**src/rtl/gate2_tester.sv**
```systemverilog
// gate2_tester: sweeps a two-input gate through all four input vectors,
// checks each sampled output against the selected truth table.
module gate2_tester #(
  parameter int unsigned SETTLE = 2
) (
  input  logic       clk,
  input  logic       rst_n,
  input  logic       start,
  input  logic [2:0] gate_sel,
  input  logic       x,
  output logic       a,
  output logic       b,
  output logic       busy,
  output logic       done,
  output logic       pass,
  output logic [2:0] err_cnt,
  output logic [1:0] fail_vec,
  output logic       sel_err
);

  localparam logic [7:0] LP_LAST = 8'(SETTLE - 1);

  typedef enum logic [1:0] {
    S_IDLE,
    S_RUN,
    S_DONE
  } state_t;

  state_t     r_state;
  state_t     w_state_nx;

  logic [2:0] r_sel;
  logic [1:0] r_v;
  logic [7:0] r_cnt;
  logic       r_a;
  logic       r_b;
  logic       r_busy;
  logic       r_done;
  logic       r_pass;
  logic [2:0] r_err;
  logic [1:0] r_fvec;
  logic       r_selerr;

  logic [2:0] w_sel_nx;
  logic [1:0] w_v_nx;
  logic [7:0] w_cnt_nx;
  logic       w_a_nx;
  logic       w_b_nx;
  logic       w_busy_nx;
  logic       w_done_nx;
  logic       w_pass_nx;
  logic [2:0] w_err_nx;
  logic [1:0] w_fvec_nx;
  logic       w_selerr_nx;

  logic       w_legal;
  logic       w_sample;
  logic       w_last;
  logic       w_exp;
  logic       w_miss;
  logic [1:0] w_v_inc;

  assign w_legal  = (gate_sel <= 3'd5);
  assign w_sample = (r_state == S_RUN) && (r_cnt == LP_LAST);
  assign w_last   = (r_v == 2'd3);
  assign w_v_inc  = r_v + 2'd1;
  assign w_miss   = w_sample && (x != w_exp);

  always_comb begin
    w_exp = 1'b0;
    unique case (r_sel)
      3'd0:    w_exp = r_a & r_b;
      3'd1:    w_exp = r_a | r_b;
      3'd2:    w_exp = r_a ^ r_b;
      3'd3:    w_exp = ~(r_a & r_b);
      3'd4:    w_exp = ~(r_a | r_b);
      3'd5:    w_exp = ~(r_a ^ r_b);
      default: w_exp = 1'b0;
    endcase
  end

  always_ff @(posedge clk or negedge rst_n) begin
    if (!rst_n) begin
      r_state <= S_IDLE;
    end else begin
      r_state <= w_state_nx;
    end
  end

  always_comb begin
    w_state_nx = r_state;
    unique case (r_state)
      S_IDLE: begin
        if (start) begin
          w_state_nx = w_legal ? S_RUN : S_DONE;
        end
      end
      S_RUN: begin
        if (w_sample && w_last) begin
          w_state_nx = S_DONE;
        end
      end
      S_DONE:  w_state_nx = S_IDLE;
      default: w_state_nx = S_IDLE;
    endcase
  end

  always_comb begin
    w_sel_nx    = r_sel;
    w_v_nx      = r_v;
    w_cnt_nx    = r_cnt;
    w_a_nx      = r_a;
    w_b_nx      = r_b;
    w_busy_nx   = r_busy;
    w_done_nx   = 1'b0;
    w_pass_nx   = r_pass;
    w_err_nx    = r_err;
    w_fvec_nx   = r_fvec;
    w_selerr_nx = r_selerr;
    unique case (r_state)
      S_IDLE: begin
        w_a_nx = 1'b0;
        w_b_nx = 1'b0;
        if (start) begin
          w_err_nx  = 3'd0;
          w_fvec_nx = 2'd0;
          w_pass_nx = 1'b0;
          if (w_legal) begin
            w_sel_nx    = gate_sel;
            w_v_nx      = 2'd0;
            w_cnt_nx    = 8'd0;
            w_busy_nx   = 1'b1;
            w_selerr_nx = 1'b0;
          end else begin
            w_selerr_nx = 1'b1;
            w_done_nx   = 1'b1;
          end
        end
      end
      S_RUN: begin
        w_cnt_nx = r_cnt + 8'd1;
        if (w_sample) begin
          w_cnt_nx = 8'd0;
          if (w_miss) begin
            w_err_nx = r_err + 3'd1;
            if (r_err == 3'd0) begin
              w_fvec_nx = r_v;
            end
          end
          if (!w_last) begin
            w_v_nx = w_v_inc;
            w_a_nx = w_v_inc[1];
            w_b_nx = w_v_inc[0];
          end else begin
            w_busy_nx = 1'b0;
            w_done_nx = 1'b1;
            w_pass_nx = (r_err == 3'd0) && !w_miss;
          end
        end
      end
      S_DONE: begin
        w_a_nx = 1'b0;
        w_b_nx = 1'b0;
      end
      default: begin
        w_a_nx    = 1'b0;
        w_b_nx    = 1'b0;
        w_busy_nx = 1'b0;
      end
    endcase
  end

  always_ff @(posedge clk or negedge rst_n) begin
    if (!rst_n) begin
      r_sel    <= 3'd0;
      r_v      <= 2'd0;
      r_cnt    <= 8'd0;
      r_a      <= 1'b0;
      r_b      <= 1'b0;
      r_busy   <= 1'b0;
      r_done   <= 1'b0;
      r_pass   <= 1'b0;
      r_err    <= 3'd0;
      r_fvec   <= 2'd0;
      r_selerr <= 1'b0;
    end else begin
      r_sel    <= w_sel_nx;
      r_v      <= w_v_nx;
      r_cnt    <= w_cnt_nx;
      r_a      <= w_a_nx;
      r_b      <= w_b_nx;
      r_busy   <= w_busy_nx;
      r_done   <= w_done_nx;
      r_pass   <= w_pass_nx;
      r_err    <= w_err_nx;
      r_fvec   <= w_fvec_nx;
      r_selerr <= w_selerr_nx;
    end
  end

  assign a        = r_a;
  assign b        = r_b;
  assign busy     = r_busy;
  assign done     = r_done;
  assign pass     = r_pass;
  assign err_cnt  = r_err;
  assign fail_vec = r_fvec;
  assign sel_err  = r_selerr;

endmodule
```
**config.mk**
```make
export PLATFORM = sky130hd
export DESIGN_NAME = gate2_tester
export DESIGN_NICKNAME = d
export VERILOG_FILES = /design/src/rtl/gate2_tester.sv
export SDC_FILE = /design/constraint.sdc
export NUM_CORES = 1
export LEC_CHECK = 0
export CAP_MARGIN = 20
export CORE_AREA = 2 2 55 57
export DETAILED_ROUTE_END_ITERATION = 6
export DIE_AREA = 0 0 57 59
export PLACE_DENSITY = 0.84
export SYNTH_ARGS = -nofsm -noshare
export SYNTH_HDL_FRONTEND = slang
export SYNTH_SLANG_ARGS = --single-unit
```
**constraint.sdc**
```tcl
create_clock -name clk -period 2.3 [get_ports clk]
set_input_delay 0.69 -clock clk [delete_from_list [all_inputs] [get_ports clk]]
set_output_delay 0.69 -clock clk [all_outputs]
set_load 0.01 [all_outputs]
```
==> results.md <==
* NetSw at 0.0007890 W
* Int Power at 0.001088 W
* PD cells at 1115 nW/um^2
* Worst hold path class: reg -> reg
* Syn Nets at 172
* Synth cell count leaders: dfrtp_1, nand2_1, nor2_1, o21ai_0
* Post-Syn Instances at 158
* Clock skew at 0.006491 ns
* Synth cell types at 38
* Final setup vio count at 0
* I/O Pins at 18
* Crit path launch type: register
* Area leader, netlist: dfrtp_1
* Highest clock rate at 0.4848 GHz
* Initial antenna violation count at 0
* Logic pwr share at 49.4%
* Status: finished, final reports clean
* Mux cell area share after synthesis at 1.485%
* Via count at 1198
* CTS tree: yes
* Initial Utilization at 52.86%
* Most numerous cell in the Yosys netlist: dfrtp_1
* GRT Residual Overflow at 0
* Min Clock Period, post-route at 2.063 ns
* Ant. Diodes at 0
* Clock root buffer: clkbuf_4
* P_leak at 0.7720 nW
* CTS Hold Bufs at 0
* Slew Viols, Final at 0
* Fin nets at 193
* Clock network power share at 12.3%
* First-pass iteration count of the detailed router at 4
* Worst-Skew Late Latency at 0.32 ns
* PortBufs at 17
* Top_reg_cell synth: dfrtp_1
* Synthesis-stage register bit count at 26
* Post-synth ARST share at 100.0%
* Crit path max fanout at 7
* ANT nets after route at 0
* H-tree depth at 1
* Post-detail-place hpwl at 2170 um
* Post-CTS Setup Inserts at 0
* Vias in the first global route at 1184
* Worst-margin pin slew at 0.3625 ns
* Worst slew margin at 75.74%
* Synthesis-to-layout area growth at 17.47%
* XOR/XNOR Fraction of Synth Area at 1.747%
* Compound-cell area share of the yosys netlist at 16.68%
* CP Capture Type: register
* Unrepaired setup endpoints after global routing: false
* Peak supply drop at 0.0009118 V
* Routed WL at 2903 um
* Clock slew seen by the registers of the worst setup and hold paths at 0.13 ns
* Cts repair resizes at 0
* Warnings from Yosys at 0
* Pin count of the biggest net entering global routing at 27
* Routed len/inst at 13.89 um
* GR Util All Layers at 19.41%
* Die X at 57 um
* Num rows at 19
* First-pass GRT wire length at 5043 um
* GP Congestion at 0.8118
* Final core utilization at 62.10%
* Cell Area, Synth at 1433 sq um
* Syn avg cell area at 9.067 sq um
* Die Ht at 59 um
* Clock buffer depth at 2
* Critical Path AT at 2.28 ns
* Drt first-iter violations at 45
* Sw frac at 42.03%
* Sequential share of the synthesized area at 45.41%
* Via density per instance at 5.732
* Die area at 3363 sq um
* CP Class: reg -> reg
* Post-synth EDFFs at 0
* Proportion of layout cells with a drive suffix above 1 at 8.989%
* CTS sink cnt at 26
* Max-cap violations at 0
* Required @ worst endpoint at 2.52 ns
* Core Region at 2710 sq um
* Final hold vios at 0
* TritonCTS Buffers at 3
* DRC viols at 0
* Setup Total Neg Slack at 0 ns
* Adder-cell area share of the yosys netlist at 6.114%
* Yosys top cell area share at 45.41%
* Largest family of logic cells by synthesized area: simple AND/OR/NAND/NOR gates
* Synth area leaders: dfrtp_1, o21ai_0, ha_1
* Post-synthesis simple-gate area fraction at 25.50%
* Final period util at 89.69%
* Seq pwr share at 38.4%
==> per-stage QoR <==
step                hold slack [ns]  area (sq um)  cells  setup WS [ns]  total power [W]
detailed placement           0.4730          1647    205        0.07801         0.001655
global route                 0.5373          1683    209        0.07871         0.002042
CTS                          0.5043          1683    209         0.2077         0.001893
global placement             0.4636          1647    205         0.1223         0.001597
floorplan                    0.3944          1433    158         0.4269         0.001325
finish                       0.4994          1683    209         0.2372         0.001877
==> sequential cells by signal, indices dropped and copies added (netlist names) <==
signal and count:
b 1, r_cnt 8, fail_vec 2, r_v 2
r_state 2, busy 1, sel_err 1, done 1
a 1, r_sel 3, pass 1, err_cnt 3
==> cell type report <==
class | instances | area (sq um)
fillers | 226 | 1027
multi-input cells | 121 | 738.2
flip-flops and latches | 26 | 650.6
repair buffers | 20 | 192.7
well taps | 31 | 38.79
clock buffers | 4 | 36.28
inverters | 7 | 26.28
==> power groups by stage <==
stage	combinational, W	clock, W	sequential [W]
global placement	0.000879	0	0.000718
floorplan	0.000595	0	0.000731
finish	0.000927	0.000230	0.000720
CTS	0.000932	0.000239	0.000721
global route	0.00104	0.000253	0.000746
detailed placement	0.000925	0	0.000730
==> final timing paths <==
path	from	end	slack [ns]	cells after the start
worst min register to register	sel_err	sel_err	0.50	1
max in group asynchronous	rst_n	r_cnt[1]	1.34	2
worst max register to register	a	fail_vec[0]	0.24	8
worst max-delay path	a	fail_vec[0]	0.24	8
worst min-delay path	sel_err	sel_err	0.50	1
min in group asynchronous	rst_n	r_state[1]	0.71	2
==> routing by layer <==
metal	part of all wire, %	global-route usage, %	vias up
li1	-	-	594
met1	44	23.22	580
met2	52	34.98	20
met3	3.3	3.275	4
met4	1.0	7.641	0
met5	0	0	-
==> worst max-delay path, stage by stage (launching register included) <==
cell and delay [ns]:
dfrtp_1 0.42, inv_1 0.06, ha_1 0.22, or2_2 0.29
nand4_1 0.11, o221ai_2 0.17, xor2_2 0.31, o22ai_1 0.18
a22o_1 0.22
==> cells by family (layout without fill, tap and decap cells) <==
group                    after synthesis  in the layout
AND/OR/NAND/NOR                       72             72
flip-flops                            26             26
XOR/XNOR                               2              2
adder cells (fa/ha/maj)                7              7
multiplexers                           2              2
AO/OA/AOI/OAI                         38             38
buffers and inverters                 11             31
==> cell usage in the layout, fill, tap and decap left out, types with 2 or more instances in the layout <==
cell type / count
nand4_1: 2
and3_1: 4
nor2_1: 20
clkdlybuf4s50_1: 17
o211ai_1: 2
o21ai_0: 20
dfrtp_1: 26
clkbuf_4: 3
buf_4: 3
o22ai_1: 2
a22o_1: 2
a21o_1: 4
inv_1: 7
nand2_1: 21
nand3b_1: 3
nor2b_1: 2
nand3_1: 7
nand2b_1: 2
or3_1: 2
or2_2: 2
a21oi_1: 3
ha_1: 7
No activity file was read; power rests on OpenSTA's default activity.
